===== src/rtl/ps2_pkg.sv =====
// rtl/ps2_pkg.sv - shared PS/2 FSM states, command bytes and default timing
package ps2_pkg;

  typedef logic [2:0] ps2_state_t;

  localparam ps2_state_t ST_IDLE      = 3'd0;
  localparam ps2_state_t ST_INHIBIT   = 3'd1;
  localparam ps2_state_t ST_RTS       = 3'd2;
  localparam ps2_state_t ST_WAIT_CLK  = 3'd3;
  localparam ps2_state_t ST_DATA      = 3'd4;
  localparam ps2_state_t ST_WAIT_IDLE = 3'd5;

  localparam logic [7:0] CMD_SET_LEDS = 8'hED;
  localparam logic [7:0] CMD_RESET    = 8'hFF;
  localparam logic [7:0] CMD_ENABLE   = 8'hF4;
  localparam logic [7:0] ACK_BYTE     = 8'hFA;
  localparam logic [7:0] RESEND_BYTE  = 8'hFE;

  // 50 MHz system clock: 120 us inhibit, 15 ms device watchdog
  localparam int DEF_INHIBIT_CYCLES = 6000;
  localparam int DEF_TIMEOUT_CYCLES = 750000;
  localparam int DEF_SYNC_STAGES    = 2;

  function automatic logic odd_parity(input logic [7:0] d);
    return ~^d;
  endfunction

endpackage


===== src/rtl/ps2_sync_edge.sv =====
// rtl/ps2_sync_edge.sv - pad synchronizer with falling-edge detect, shared with the receiver
module ps2_sync_edge
#(
  parameter int SYNC_STAGES = 2
) (
  input  logic clk,
  input  logic resetn,
  input  logic din,
  output logic sync,
  output logic fall
);

  logic [SYNC_STAGES-1:0] chain;
  logic                   prev;

  // Reset to the pulled-up idle level so leaving reset never fakes an edge
  always_ff @(posedge clk) begin
    if (!resetn) begin
      chain <= '1;
      prev  <= 1'b1;
    end else begin
      chain[0] <= din;
      for (int i = 1; i < SYNC_STAGES; i++) begin
        chain[i] <= chain[i-1];
      end
      prev <= chain[SYNC_STAGES-1];
    end
  end

  assign sync = chain[SYNC_STAGES-1];
  assign fall = prev & ~sync;

endmodule


===== src/rtl/ps2_host_tx.sv =====
// rtl/ps2_host_tx.sv - PS/2 host-to-device command byte transmitter
// Optional PS2_TX_RETRY_EN: one silent retry from INHIBIT before tx_error.
module ps2_host_tx
  import ps2_pkg::*;
#(
  parameter int INHIBIT_CYCLES = DEF_INHIBIT_CYCLES,
  parameter int TIMEOUT_CYCLES = DEF_TIMEOUT_CYCLES,
  parameter int SYNC_STAGES    = DEF_SYNC_STAGES
) (
  input  logic       clk,
  input  logic       resetn,
  input  logic [7:0] tx_data,
  input  logic       tx_valid,
  output logic       tx_ready,
  input  logic       ps2_clk_in,
  input  logic       ps2_dat_in,
  output logic       ps2_clk_oe,
  output logic       ps2_dat_oe,
  output logic       busy,
  output logic       tx_done,
  output logic       tx_error
);

  localparam int CNT_MAX = (INHIBIT_CYCLES > TIMEOUT_CYCLES) ? INHIBIT_CYCLES : TIMEOUT_CYCLES;
  localparam int CNT_W   = $clog2(CNT_MAX + 1);
  localparam logic [CNT_W-1:0] INH_LAST = CNT_W'(INHIBIT_CYCLES - 1);
  localparam logic [CNT_W-1:0] TO_LIMIT = CNT_W'(TIMEOUT_CYCLES);

  ps2_state_t       state;
  logic [CNT_W-1:0] cnt;
  logic [3:0]       nfall;
  logic [7:0]       data_r;
  logic             parity_r;
  logic             bit_low;
  logic             clk_sync, clk_fall, dat_sync, dat_fall_unused;
  logic             watched, done_now, expired, nack, fail, restart;

  ps2_sync_edge #(.SYNC_STAGES(SYNC_STAGES)) u_clk_sync (
    .clk    (clk),
    .resetn (resetn),
    .din    (ps2_clk_in),
    .sync   (clk_sync),
    .fall   (clk_fall)
  );

  ps2_sync_edge #(.SYNC_STAGES(SYNC_STAGES)) u_dat_sync (
    .clk    (clk),
    .resetn (resetn),
    .din    (ps2_dat_in),
    .sync   (dat_sync),
    .fall   (dat_fall_unused)
  );

  assign watched  = (state == ST_WAIT_CLK) || (state == ST_DATA) || (state == ST_WAIT_IDLE);
  assign done_now = (state == ST_WAIT_IDLE) && clk_sync && dat_sync;
  // A device edge in the expiry cycle still counts as progress
  assign expired  = watched && !clk_fall && !done_now && (cnt == TO_LIMIT);
  assign nack     = (state == ST_DATA) && clk_fall && (nfall == 4'd10) && dat_sync;
  assign fail     = expired || nack;

`ifdef PS2_TX_RETRY_EN
  logic attempt;
  assign restart = fail && !attempt;
`else
  assign restart = 1'b0;
`endif

  assign tx_ready   = (state == ST_IDLE);
  assign busy       = !tx_ready;
  assign tx_done    = done_now;
  assign tx_error   = fail && !restart;
  assign ps2_clk_oe = (state == ST_INHIBIT) || (state == ST_RTS);
  assign ps2_dat_oe = (state == ST_RTS) || (state == ST_WAIT_CLK) || ((state == ST_DATA) && bit_low);

  always_ff @(posedge clk) begin
    if (!resetn) begin
      state    <= ST_IDLE;
      cnt      <= '0;
      nfall    <= '0;
      data_r   <= '0;
      parity_r <= 1'b0;
      bit_low  <= 1'b0;
`ifdef PS2_TX_RETRY_EN
      attempt  <= 1'b0;
`endif
    end else begin
      case (state)
        ST_IDLE: begin
          if (tx_valid) begin
            data_r   <= tx_data;
            parity_r <= odd_parity(tx_data);
            cnt      <= '0;
            state    <= ST_INHIBIT;
          end
        end
        ST_INHIBIT: begin
          if (cnt == INH_LAST) begin
            cnt   <= '0;
            state <= ST_RTS;
          end else begin
            cnt <= cnt + 1'b1;
          end
        end
        ST_RTS: begin
          cnt   <= '0;
          nfall <= '0;
          state <= ST_WAIT_CLK;
        end
        default: begin
          cnt <= cnt + 1'b1;
          if (done_now) begin
            cnt   <= '0;
            state <= ST_IDLE;
`ifdef PS2_TX_RETRY_EN
            attempt <= 1'b0;
`endif
          end else if (restart) begin
            cnt     <= '0;
            bit_low <= 1'b0;
            state   <= ST_INHIBIT;
`ifdef PS2_TX_RETRY_EN
            attempt <= 1'b1;
`endif
          end else if (fail) begin
            cnt     <= '0;
            bit_low <= 1'b0;
            state   <= ST_IDLE;
`ifdef PS2_TX_RETRY_EN
            attempt <= 1'b0;
`endif
          end else if (clk_fall) begin
            cnt <= '0;
            if (state != ST_WAIT_IDLE) begin
              // nfall counts edges already seen; this edge selects the next bit
              nfall <= nfall + 4'd1;
              state <= (nfall == 4'd10) ? ST_WAIT_IDLE : ST_DATA;
              if (nfall < 4'd8) begin
                bit_low <= ~data_r[nfall[2:0]];
              end else if (nfall == 4'd8) begin
                bit_low <= ~parity_r;
              end else begin
                bit_low <= 1'b0;
              end
            end
          end
        end
      endcase
    end
  end

endmodule


===== config.mk =====
export PLATFORM = sky130hd
export DESIGN_NAME = ps2_host_tx
export DESIGN_NICKNAME = d
export VERILOG_FILES = /design/src/rtl/ps2_pkg.sv /design/src/rtl/ps2_sync_edge.sv /design/src/rtl/ps2_host_tx.sv
export SDC_FILE = /design/constraint.sdc
export NUM_CORES = 1
export LEC_CHECK = 0
export BUFFER_PORTS_ARGS = -buffer_cell sky130_fd_sc_hd__buf_4
export CAP_MARGIN = 20
export CORE_UTILIZATION = 40
export CTS_CLUSTER_DIAMETER = 200
export DETAILED_ROUTE_END_ITERATION = 12
export GPL_TIMING_DRIVEN = 0
export HOLD_SLACK_MARGIN = 0.15
export PLACE_DENSITY = 0.63
export SYNTH_ARGS = -nofsm -noshare
export SYNTH_HDL_FRONTEND = slang
export SYNTH_SLANG_ARGS = --single-unit

===== constraint.sdc =====
create_clock -name clk -period 2.8 [get_ports clk]
set_clock_uncertainty 0.1 [all_clocks]
set_input_delay 0 -clock clk [delete_from_list [all_inputs] [get_ports clk]]
set_output_delay 0 -clock clk [all_outputs]
set_load 0.01 [all_outputs]

* Yosys cells after proc, flatten, opt, wreduce, memory -nomap -nowiden
Index checks and enable logic that the tools add are counted.
** Word-level totals
- Output and inout port bits :: 6
- Word-level logic and storage cells :: 92
- Input bits :: 13
- Bits in registers :: 42
** Operators by class
- Reductions and logical operators :: 32
- $lt $le $gt $ge :: 2
- Bitwise logic cells :: 7
- Muxes and demuxes :: 26
- Add/sub/neg operators :: 2
- Equal/unequal tests :: 14
** Operator list (count)
- 20-bit 2-to-1 mux :: 5
- 20-bit case mux with 3 select lines :: 1
- 20-bit by 1-bit adder with 20-bit output (second input constant) :: 1
- 20-bit by 13-bit == test with 1-bit output (second input constant) :: 1
- 20-bit == test (second input constant) :: 1
- 3-bit 2-to-1 mux :: 6
- 4-bit 2-to-1 mux :: 4
- 6-bit nonzero test :: 2
- 1-bit logical AND :: 9
- 3-bit case mux with 3 select lines :: 1
- 4-bit == test (second input constant) :: 2
- 4-bit case mux with 2 select lines :: 1
- 4-bit AND reduction :: 2
- 2-bit nonzero test :: 4
- 8-bit XNOR reduction :: 1
- 1-bit 2-to-1 mux :: 7
- 3-bit by 2-bit == test with 1-bit output (second input constant) :: 2
- 3-bit == test (second input constant) :: 2
- 1-bit logical OR :: 6
- 2-bit by 1-bit inequality test with 1-bit output (second input constant) :: 3
- 1-bit inverter :: 6
- 5-bit AND reduction :: 1
- 4-bit by 1-bit adder with 4-bit output (second input constant) :: 1
- 3-bit by 4-bit < comparator with 1-bit output (second input constant) :: 1
- other kinds (11) :: 13

* Longest topological paths before layout
- Word-level depth :: 10
- Gate-level depth with buffers :: 10
- Mapped depth without buffers :: 8

* Cells and area by module
Synthesis repeated with hierarchy kept, for this count alone.
** Unflattened totals
- Cells, all modules :: 299
- Area, all modules :: 2376.0 µm²
** By module, submodules not included
- ps2_host_tx :: seq. area each 740.7 µm², cells each 285, times used 1, area an instance 2205.9 µm²
- ps2_sync_edge :: seq. area each 60.1 µm², cells each 7, times used 2, area an instance 85.1 µm²

* Least setup slack after synthesis
No wires, ideal clock.
- Kind :: register -> register
- From :: register cnt[2]
- To :: register cnt[6]
- Cell stages (with the launch flop) :: 9
- Setup time :: 0.132 ns
- Data required time :: 2.568 ns
- Arrival time :: 2.170 ns
- Path slack :: 0.397 ns
- Buffers on the path :: 2
- Clock period less this slack :: 2.403 ns
- Cell sequence :: dfxtp_1 -> or4b_1 -> or4_4 -> o211ai_1 -> a21oi_1 -> buf_4 -> buf_6 -> a21oi_1 -> a31oi_1
** Between the ends
- Cells in the longest elaborated chain, start to end :: 6
- Elaborated cells between the ends (all ways) :: 10
- Those cells by class :: 1 x add/sub; 2 x eq/ne; 5 x mux; 2 x reduce/logical
** Ends and longest elaborated chain
- start, declared :: line ps2_host_tx.sv:30 : logic [CNT_W-1:0] cnt;
- start signal, assigned :: line ps2_host_tx.sv:101 : cnt <= cnt + 1'b1;
- start signal, assigned :: line ps2_host_tx.sv:110 : cnt <= cnt + 1'b1;
- branches (longest 5 deep; another with 20-bit by 1-bit adder with 20-bit output)
- 20-bit case mux with 3 select lines * :: line ps2_host_tx.sv:87 : case (state)
Mark *: on every way between the ends.
A chain may end at the register's enable or synchronous reset.

* Final worst setup path
- From :: register cnt[3]
- To :: register cnt[6]
The elaborated chain is that of the path after synthesis.

==> key figures <==
Logic synthesis
  • Seq cells post-synth: between 40 and 50
  • Synthesized netlist cell count: 288
  • Synth top area share: 36.2%
  • Netlist cell types: 53
  • Synthesized net count: ~300
  • Post-synth ARST share: 0%
  • Post-synth EDFFs: 0
  • Synth Flop Type: dfxtp_1
  • Synth area leader: dfxtp_1
  • Post-Synthesis Cell Area: 2320 um^2
  • Area contributors post-synth: dfxtp_1 (36%), nand2_1 (7.1%), a21oi_1 (5.0%)
  • Sequential-to-total area share from yosys stat: a little over a third
  • Synthesized area per cell: 8.06 um^2
  • Yosys Warn Count: 0

Setup path
  • Worst Path Arrival: between 2000 and 3000 ps
  • FF-to-FF path depth: 8
  • Crit Path Category: reg2reg
  • Crit-path max FO: 10
  • Crit-path cells: or4b_1 > or4_4 > o211ai_1 > a21oi_2 > buf_4 > buf_6 > a21oi_1 > a31oi_1
  • Crit start category: flop
  • Slowest cell on crit path: or4_4
  • FF-to-FF Start: cnt[3]
  • Setup slack, reg-to-reg: around 130 ps
  • CP Data Required Time: 2860 ps
  • Crit end category: flop
  • End of the worst register-to-register path: cnt[6]
  • Max stage delay on crit path: ~570 ps

Global route
  • Met1 Usage GRT: approximately 29%
  • Pin count of the biggest net entering global routing: 14
  • GR Overflow Total: 0
  • Met2 usage in global routing: roughly a third
  • Initial antenna violation count: 0
  • Vias in the first global route: 2078
  • GRT Total Usage: approximately a fifth
  • First-pass GRT wire length: approximately 10000 um
  • Most used routing layer: met2
  • Met3 usage in global routing: approximately 3.4%

Die
  • Starting Density: between 40% and 50%
  • I/O pin cnt: 19
  • Area of the core: between 5000 and 6000 um^2
  • Width of the die: 78.2 um
  • Rows: 27
  • Chip Height: approximately 78 um
  • Die footprint: slightly above 6000 um^2

STA
  • Setup_tns: 0 ps
  • Slew Limit Fails: 0
  • Max Freq: ~370 MHz
  • Final min period: 2670 ps
  • Fin crit share: between 90 and 100%
  • Endpoints failing setup: 0
  • Rel. slew slack: about three fifths
  • Worst Max-Slew Pin Slew: between 500 and 600 ps
  • RSZ-0062 raised after global routing: no
  • Final hold vios: 0
  • Final worst slack: ~130 ps

Worst hold path
  • Min-delay worst type: reg2reg
  • WHS Endpoint: u_dat_sync.chain[1]
  • Hold Startpoint: u_dat_sync.chain[0]
  • Hold path depth: 1

Detailed routing
  • First-pass DRT Iterations: 4
  • Total Wirelength: about 5700 um
  • Iteration-0 DRC Markers: between 100 and 150
  • Routed Antenna Nets: 0
  • Drt drc: 0
  • Drt wl/cell: 14.1 um
  • Vias per cell: ~5.4
  • Vias: around 2200

Layout
  • Most frequent cells in the layout: nand2_1 (44), dfxtp_1 (41), a21oi_1 (22), dlygate4sd3_1 (22)
  • Nets@finish: about 350
  • Diode count: 0
  • Most common cell after layout, fill and taps aside: nand2_1
  • Syn-to-layout area delta: 25.1%
  • Fillers: approximately 550
  • Layout cells sized above 1: ~14%

Placement
  • GPL Wtd Cong: 0.816
  • # port buffers: 18
  • DP Worst Slack: between 60 and 70 ps
  • DP HPWL: between 3000 and 4000 um

Power and ir drop
  • Total chip power: 2.06 mW
  • Leakage Power: 1.06 nW
  • Pwr dens: roughly 710 nW/um^2
  • Peak supply drop: 360 uV

Clock tree
  • Clock Latency Late Sink: approximately 300 ps
  • CTS tree: built
  • Clock Pin Slew Worst Setup and Hold Paths: 80 ps
  • CTS Buffer Depth: 2
  • Root Buffer: clkbuf_8
  • Clock Sinks: 42
  • Post-CTS repair timing setup buffer count: 0
  • TritonCTS buffer count: 5
  • H-tree Lvls: 2

Run
  • Max cap viols: 0

Run status
  • Outcome: finished clean
## where the power goes
group	leakage [nW]	switching (mW)	internal, mW
clock network	0.0579	0.218	0.263
registers	0.342	0.0617	0.664
logic	0.656	0.495	0.361
## Yosys cell counts (4+ instances only)
library cell and n:
ha_1 5, clkbuf_1 8, xor2_1 4, xnor2_1 10
nor3_1 6, o22ai_1 4, nand2_1 44, a31oi_1 10
nand3_1 18, nand2b_1 11, o21ai_0 13, nor2_1 19
inv_1 11, dfxtp_1 42, a21oi_1 23
## how the worst max path moves through the flow
stage          slack [ps]  endpoint  cells past startpoint   start
5_1_grt                 3    cnt[6]                      8  cnt[3]
3_3_place_gp           70   cnt[18]                      7  cnt[1]
6_report              130    cnt[6]                      8  cnt[3]
2_1_floorplan         400    cnt[6]                      8  cnt[2]
4_1_cts                20   cnt[18]                      7  cnt[1]
3_5_place_dp           60   cnt[18]                      7  cnt[1]
## critical path, delay by kind of cell (launching register included)
family / cells / cell delay, ps
and+or+nand+nor: 2 / 1090
buffers and inverters: 2 / 350
DFF: 1 / 370
AOI/OAI and AO/OA: 4 / 630
## cells by family (layout without fill, tap and decap cells)
group / Yosys count / in the layout / share of synthesized area, %
AO/OA/AOI/OAI: 70 / 70 / 19.9
XOR/XNOR: 14 / 14 / 5.28
adder cells (fa/ha/maj): 5 / 5 / 2.70
buffers and inverters: 24 / 72 / 4.37
flip-flops: 42 / 42 / 36.2
multiplexers: 4 / 4 / 2.80
AND/OR/NAND/NOR: 129 / 129 / 28.7
## area by class of cell
| cell class | instances | area, um^2 | area share [%] |
|---|---|---|---|
| buffer | 12 | 56.3 | 1.94 |
| clock buffer | 5 | 68.8 | 2.37 |
| clock inverter | 3 | 40.0 | 1.38 |
| inverter | 12 | 45.0 | 1.55 |
| multi-input combinational | 222 | 1410 | 48.4 |
| sequential | 42 | 842 | 29.0 |
| tap | 72 | 90.1 | 3.10 |
| timing repair buffer | 40 | 355 | 12.2 |
## sequential cells by signal, indices dropped and copies added, names as in the netlist
name,count
cnt,20
parity_r,1
bit_low,1
data_r,8
state,3
u_clk_sync.prev,1
u_dat_sync.chain,2
nfall,4
u_clk_sync.chain,2
## per-stage QoR
stage	cell area, um^2	utilization (%)	hold slack (ps)	cells
2_1_floorplan	2320	-	1.47	288
3_3_place_gp	2550	46.0	83.1	378
3_5_place_dp	2550	46.0	87.9	378
4_1_cts	2880	51.9	312	408
5_1_grt	2900	52.4	328	408
6_report	2900	52.4	311	408
## per-layer routing
layer / wire, um / share of wire [%]
met1: 2880 / 50
met2: 2630 / 46
met3: 163 / 2.8
met4: 71 / 1.2
met5: 0 / 0
## what timing repair did
action                                  4_1_cts  5_1_grt
endpoints found under the setup margin        0        5
gates resized for setup                       0        6
hold buffers                                 22        0
endpoints found under the hold margin        34        0
No activity file was read; power rests on OpenSTA's default activity.
